**config.mk**
```make
export PLATFORM = sky130hd
export DESIGN_NAME = conv_layer_sched
export DESIGN_NICKNAME = d
export VERILOG_FILES = /design/src/rtl/conv_layer_sched_pkg.sv /design/src/rtl/layer_desc_ram.sv /design/src/rtl/conv_layer_sched.sv
export SDC_FILE = /design/constraint.sdc
export NUM_CORES = 1
export LEC_CHECK = 0
export ABC_AREA = 1
export CAP_MARGIN = 20
export CELL_PAD_IN_SITES_DETAIL_PLACEMENT = 0
export CELL_PAD_IN_SITES_GLOBAL_PLACEMENT = 1
export CORE_AREA = 4 4 204 246
export CTS_CLUSTER_DIAMETER = 200
export DETAILED_ROUTE_END_ITERATION = 16
export DIE_AREA = 0 0 208 250
export DONT_BUFFER_PORTS = 1
export MAX_ROUTING_LAYER = met4
export PLACE_DENSITY_LB_ADDON = 0.1
export SYNTH_ARGS = -nofsm -noshare
export SYNTH_HDL_FRONTEND = slang
export SYNTH_SLANG_ARGS = --single-unit
export TNS_END_PERCENT = 30
```
**constraint.sdc**
```tcl
create_clock -name clk_i -period 3.12 [get_ports clk_i]
set_input_delay 0.78 -clock clk_i [delete_from_list [all_inputs] [get_ports clk_i]]
set_output_delay 0.78 -clock clk_i [all_outputs]
set_load 0.03 [all_outputs]
```
**src/rtl/conv_layer_sched_pkg.sv**
```systemverilog
// Shared descriptor layout and FSM encoding for the multi-layer convolution scheduler.
package conv_layer_sched_pkg;

    localparam int TENSOR_SIZE      = 8;
    localparam int KERNEL_SIZE      = 4;
    localparam int CHANNELS_SIZE    = 8;
    localparam int STRIDE_SIZE      = 4;
    localparam int KERNEL_NUMS_SIZE = 8;

    localparam int LAYER_DESC_W = TENSOR_SIZE + KERNEL_SIZE + CHANNELS_SIZE
                                + STRIDE_SIZE + KERNEL_NUMS_SIZE;

    // Descriptor fields packed from the LSB up.
    localparam int KERNEL_NUMS_LSB = 0;
    localparam int STRIDE_LSB      = KERNEL_NUMS_LSB + KERNEL_NUMS_SIZE;
    localparam int CHANNELS_LSB    = STRIDE_LSB + STRIDE_SIZE;
    localparam int KERNEL_SIZE_LSB = CHANNELS_LSB + CHANNELS_SIZE;
    localparam int TENSOR_LSB      = KERNEL_SIZE_LSB + KERNEL_SIZE;

    typedef enum logic [2:0] {
        S_IDLE  = 3'd0,
        S_LOAD  = 3'd1,
        S_SETUP = 3'd2,
        S_START = 3'd3,
        S_WAIT  = 3'd4,
        S_FIN   = 3'd5
    } state_t;

    function automatic logic [LAYER_DESC_W-1:0] pack_desc(
        input logic [TENSOR_SIZE-1:0]      tensor,
        input logic [KERNEL_SIZE-1:0]      kernel,
        input logic [CHANNELS_SIZE-1:0]    channels,
        input logic [STRIDE_SIZE-1:0]      stride,
        input logic [KERNEL_NUMS_SIZE-1:0] kernel_nums
    );
        return {tensor, kernel, channels, stride, kernel_nums};
    endfunction

endpackage

```
**src/rtl/layer_desc_ram.sv**
```systemverilog
// Layer descriptor register file: synchronous write and clear, combinational read.
module layer_desc_ram #(
    parameter int DEPTH = 8,
    parameter int WIDTH = 32
) (
    input  logic                     clk_i,
    input  logic                     rst_i,
    input  logic                     we_i,
    input  logic [$clog2(DEPTH)-1:0] waddr_i,
    input  logic [WIDTH-1:0]         wdata_i,
    input  logic [$clog2(DEPTH)-1:0] raddr_i,
    output logic [WIDTH-1:0]         rdata_o
);

    logic [WIDTH-1:0] mem_q [DEPTH];

    always_ff @(posedge clk_i) begin
        if (rst_i) begin
            for (int i = 0; i < DEPTH; i++) begin
                mem_q[i] <= '0;
            end
        end else if (we_i) begin
            mem_q[waddr_i] <= wdata_i;
        end
    end

    assign rdata_o = mem_q[raddr_i];

endmodule

```
**src/rtl/conv_layer_sched.sv**
```systemverilog
// Sequences the conv engine through a table of layer descriptors: load config,
// let it settle, pulse start, wait for write-done, repeat.
module conv_layer_sched
    import conv_layer_sched_pkg::*;
#(
    parameter int MAX_LAYERS = 8,
    parameter int SETTLE     = 2,
    parameter int TIMEOUT    = 1 << 20
) (
    input  logic                          clk_i,
    input  logic                          rst_i,
    input  logic                          cfg_we_i,
    input  logic [$clog2(MAX_LAYERS)-1:0] cfg_addr_i,
    input  logic [LAYER_DESC_W-1:0]       cfg_wdata_i,
    input  logic                          run_i,
    input  logic [$clog2(MAX_LAYERS):0]   num_layers_i,
    input  logic                          abort_i,
    output logic [TENSOR_SIZE-1:0]        tensor_size_o,
    output logic [KERNEL_SIZE-1:0]        kernel_size_o,
    output logic [CHANNELS_SIZE-1:0]      channels_o,
    output logic [STRIDE_SIZE-1:0]        stride_o,
    output logic [KERNEL_NUMS_SIZE-1:0]   kernel_nums_o,
    output logic                          gemm_start_o,
    input  logic                          gemm_w_done_i,
    output logic [$clog2(MAX_LAYERS)-1:0] layer_idx_o,
    output logic                          busy_o,
    output logic                          done_o,
    output logic                          err_o
);

    localparam int AW = $clog2(MAX_LAYERS);
    localparam int NW = AW + 1;
    localparam int SW = (SETTLE < 2) ? 1 : $clog2(SETTLE);
    localparam int WW = (TIMEOUT < 1) ? 1 : $clog2(TIMEOUT + 1);

    state_t                  state_q, state_d;
    logic [AW-1:0]           layer_idx_q, layer_idx_d;
    logic [NW-1:0]           nl_q, nl_d;
    logic [SW-1:0]           scnt_q, scnt_d;
    logic [WW-1:0]           wcnt_q, wcnt_d;
    logic [LAYER_DESC_W-1:0] cfg_q, cfg_d;
    logic                    err_q, err_d;
    logic                    done_q, done_d;
    logic                    start_q, start_d;
    logic                    busy_q, busy_d;
    logic                    ram_we;
    logic [LAYER_DESC_W-1:0] ram_rdata;

    layer_desc_ram #(
        .DEPTH (MAX_LAYERS),
        .WIDTH (LAYER_DESC_W)
    ) u_desc_ram (
        .clk_i   (clk_i),
        .rst_i   (rst_i),
        .we_i    (ram_we),
        .waddr_i (cfg_addr_i),
        .wdata_i (cfg_wdata_i),
        .raddr_i (layer_idx_q),
        .rdata_o (ram_rdata)
    );

    always_comb begin
        state_d     = state_q;
        layer_idx_d = layer_idx_q;
        nl_d        = nl_q;
        scnt_d      = scnt_q;
        wcnt_d      = wcnt_q;
        cfg_d       = cfg_q;
        err_d       = err_q;
        ram_we      = 1'b0;

        case (state_q)
            S_IDLE: begin
                ram_we = cfg_we_i;
                if (run_i) begin
                    err_d = 1'b0;
                    if (num_layers_i == '0) begin
                        state_d = S_FIN;
                    end else begin
                        nl_d        = (num_layers_i > NW'(MAX_LAYERS)) ? NW'(MAX_LAYERS) : num_layers_i;
                        layer_idx_d = '0;
                        state_d     = S_LOAD;
                    end
                end
            end
            S_LOAD: begin
                cfg_d   = ram_rdata;
                scnt_d  = SW'(SETTLE - 1);
                state_d = S_SETUP;
            end
            S_SETUP: begin
                if (scnt_q == '0) begin
                    state_d = S_START;
                end else begin
                    scnt_d = scnt_q - SW'(1);
                end
            end
            S_START: begin
                wcnt_d  = '0;
                state_d = S_WAIT;
            end
            S_WAIT: begin
                // Write-done beats a simultaneous timeout.
                if (gemm_w_done_i) begin
                    if ((NW'(layer_idx_q) + NW'(1)) < nl_q) begin
                        layer_idx_d = layer_idx_q + AW'(1);
                        state_d     = S_LOAD;
                    end else begin
                        state_d = S_FIN;
                    end
                end else if ((TIMEOUT != 0) && (wcnt_q == WW'(TIMEOUT - 1))) begin
                    err_d   = 1'b1;
                    state_d = S_FIN;
                end else begin
                    wcnt_d = wcnt_q + WW'(1);
                end
            end
            S_FIN: begin
                state_d = S_IDLE;
            end
            default: begin
                state_d = S_IDLE;
            end
        endcase

        // Abort freezes everything visible and just drops back to IDLE.
        if (abort_i) begin
            state_d     = S_IDLE;
            layer_idx_d = layer_idx_q;
            nl_d        = nl_q;
            cfg_d       = cfg_q;
            err_d       = err_q;
        end

        done_d  = (state_d == S_FIN);
        start_d = (state_d == S_START);
        busy_d  = (state_d != S_IDLE);
    end

    always_ff @(posedge clk_i) begin
        if (rst_i) begin
            state_q     <= S_IDLE;
            layer_idx_q <= '0;
            nl_q        <= '0;
            scnt_q      <= '0;
            wcnt_q      <= '0;
            cfg_q       <= '0;
            err_q       <= 1'b0;
            done_q      <= 1'b0;
            start_q     <= 1'b0;
            busy_q      <= 1'b0;
        end else begin
            state_q     <= state_d;
            layer_idx_q <= layer_idx_d;
            nl_q        <= nl_d;
            scnt_q      <= scnt_d;
            wcnt_q      <= wcnt_d;
            cfg_q       <= cfg_d;
            err_q       <= err_d;
            done_q      <= done_d;
            start_q     <= start_d;
            busy_q      <= busy_d;
        end
    end

    assign tensor_size_o = cfg_q[TENSOR_LSB +: TENSOR_SIZE];
    assign kernel_size_o = cfg_q[KERNEL_SIZE_LSB +: KERNEL_SIZE];
    assign channels_o    = cfg_q[CHANNELS_LSB +: CHANNELS_SIZE];
    assign stride_o      = cfg_q[STRIDE_LSB +: STRIDE_SIZE];
    assign kernel_nums_o = cfg_q[KERNEL_NUMS_LSB +: KERNEL_NUMS_SIZE];
    assign gemm_start_o  = start_q;
    assign layer_idx_o   = layer_idx_q;
    assign busy_o        = busy_q;
    assign done_o        = done_q;
    assign err_o         = err_q;

endmodule

```
==> impl_metrics.yaml <==
cts:
  cts_made_buffers: 39
  clkLatencyLatePin_ns: 0.55
  cts_htree_levels: 2
  cts_tree: "done"
  clk_pin_slew_ns: 0.06
  cts_hold_buf: 0
  clockBufferDepth: 3
  cts_root_buf: "clkbuf_16"
  post_cts_buffers: 0
  cts_resized: 0
  cts.sinks: 324
synthesis:
  synth-main-ff-cell: "edfxtp_1"
  ys_ff_latch: 324
  syn_avg_cell_area_um2: 9.80
  async_flop_share_pct: 0
  syn_nets: 1496
  synth_edf_count: 256
  ys_types: 36
  yosysSeqAreaShare_pct: 63.9
  syn_inst: 1446
  synth_area_um2: 14200
  yosysWarnings: 0
floorplan:
  dieArea_um2: 52000
  core_area_um2: 47800
  ios: 84
  start_util_pct: 29.6
  rows: 88
  fp.dieW_um: 208
  die_h_um: 250
placed_design:
  place_area_um2: 14900
  dp.final_hpwl_um: 24900
  place.gp.congestion: 0.726
  portBuffers: 0
layout:
  fill_cells: 4951
  final_cell_area_um2: 16100
  drive_gt1_share_pct: 9.19
  nNetsFinal: 1478
  syn_to_final_growth_pct: 13.8
worst_setup_path:
  arrival_ns: 2.58
  slowest_stage: "dfxtp_1"
  crit_fanout: 12
  critPathMostFrequentCell: "nand2_1"
  cp_top_family: "simple AND/OR/NAND/NOR gates"
  rr_worst_depth: 8
  required_ns: 3.36
  cp_cell_sequence: "nor2_2, nand2_1, inv_1, nand3_1, nor2_1, nand2_1, nand2_2, buf_4"
  critical_path_class: "reg -> reg"
  crit_buf_inv: 2
  cp-end-kind: "register"
  crit_cells: 8
  crit_path_start_kind: "register"
  cpPeakStageDelay_ns: 0.35
timing:
  setup_viol: 0
  worst_slew_pin_slew_ns: 0.935
  fin_crit_sh_pct: 75.0
  setup_tns_ns: 0
  finalClockSkew_ns: 0.00740
  hold_violations: 0
  finalCriticalPeriod_ns: 2.34
  rsz0062_at_grt: "no"
  fmax_mhz: 427
  relSlewSlack_pct: 37.7
  slew_viol_final: 0
detailed_routing:
  drt-initial-drc-count: 701
  wl_per_cell_um: 21.2
  viasPerCell: 4.87
  drc_errors: 0
  first_pass_iters: 5
  vias: 10200
  drt-total-wl_um: 44200
  ant_nets: 0
global_routing:
  grt.busiest_layer: "met2"
  grtUsageMet1_pct: 21.5
  grtUsageMet2_pct: 29.4
  antenna_found_initial: 2
  grt_use_total_pct: 17.3
  grt_pass1_vias: 10600
  grt_pass1_wl_um: 67200
  overflow: 0
  grt_max_degree: 129
  grtUsageMet3_pct: 2.95
min_path:
  hold_class: "in -> reg"
  hold_depth: 1
power:
  p_leak_uw: 0.00598
  ir_worst_vdd_mv: 0.337
  p_per_area_nw_per_um2: 615
run:
  max_cap_viol_count: 0
status:
  outcome: "completed"
[registers in the layout (all words and copies together), names as in the netlist, 3 cells and up]
signal,cells
state_q,3
u_desc_ram.mem_q,256
nl_q,4
layer_idx_o,3
cfg_q,32
wcnt_q,21
[path summary, 6_finish.rpt]
kind	startpoint	end	slack, ns
setup / recovery	state_q[0]	u_desc_ram.mem_q[5][21]	0.78
hold / removal	rst_i	layer_idx_o[1]	0.29
setup reg to reg	state_q[0]	u_desc_ram.mem_q[5][21]	0.78
hold reg to reg	scnt_q	scnt_q	0.46
[power breakdown]
group          switching, uW  total, uW  internal, uW
Combinational            407        529           122
Sequential              89.2       4900          4820
Clock                   1800       4480          2680
Total                   2300       9910          7610
[cell families after synthesis]
logic type / share of synthesized area, %
AND/OR/NAND/NOR: 17.2
XOR/XNOR: 0.556
AO/OA/AOI/OAI: 13.0
buffers and inverters: 4.93
flip-flops: 63.9
adder cells (fa/ha/maj): 0.442
[layer usage]
metal	wire length (um)	up-vias
met5	0	-
met4	833	0
met3	1750	54
met2	22200	183
met1	19500	5027
li1	-	4924
[Yosys cell counts (3+ instances only)]
cell type | instances | area share (%)
dfxtp_1 | 68 | 9.6
o21ai_1 | 14 | 0.49
o21ai_0 | 181 | 6.4
o22ai_1 | 32 | 1.4
xor2_1 | 7 | 0.43
buf_2 | 28 | 0.99
nor3_1 | 6 | 0.21
a21oi_2 | 10 | 0.62
nand2_2 | 11 | 0.49
nor2_2 | 3 | 0.13
nand2_1 | 111 | 2.9
o221ai_1 | 32 | 2.0
nand3_1 | 20 | 0.71
a21oi_1 | 50 | 1.8
nor2_1 | 450 | 12
ha_1 | 5 | 0.44
clkbuf_1 | 57 | 1.5
edfxtp_1 | 256 | 54
inv_1 | 71 | 1.9
inv_2 | 4 | 0.11
nand4_1 | 6 | 0.26
buf_6 | 3 | 0.24
[worst register-to-register path: cells and delay by family (launching register included)]
family | cells | cell delay, ns
buf+inv | 2 | 0.43
flops | 1 | 0.35
simple gates | 6 | 1.24
[area by class of cell]
type / count / area [um2] / area share (%)
Sequential cell: 324 / 9050 / 56.2
Multi-Input combinational cell: 955 / 4450 / 27.6
Inverter: 76 / 289 / 1.79
Timing Repair Buffer: 32 / 290 / 1.80
Clock inverter: 9 / 93.8 / 0.582
Tap cell: 630 / 788 / 4.89
Antenna cell: 2 / 5.00 / 0.0311
Clock buffer: 62 / 1140 / 7.10
[through the flow]
step                hold WS [ns]  total power [uW]  setup slack (ns)  utilization [%]  std cells
global placement           0.438              5540             0.654             31.1       2017
CTS                        0.244             10100             0.794             33.7       2088
global route               0.266             10300             0.632             33.7       2090
floorplan                  0.435              5310             0.276                -       1446
finish                     0.287              9910             0.780             33.7       2090
detailed placement         0.444              5540             0.639             31.1       2017
[placed cells by master, fill, tap and decap left out, drive strengths merged, types with 8 or more instances in the layout]
cell type / n
clkinv: 8
nor2: 454
o221ai: 32
nand2: 123
dfxtp: 68
inv: 75
edfxtp: 256
a21oi: 60
o22ai: 32
buf: 32
o21ai: 195
nand3: 21
clkbuf: 62
No activity file was read; power rests on OpenSTA's default activity.
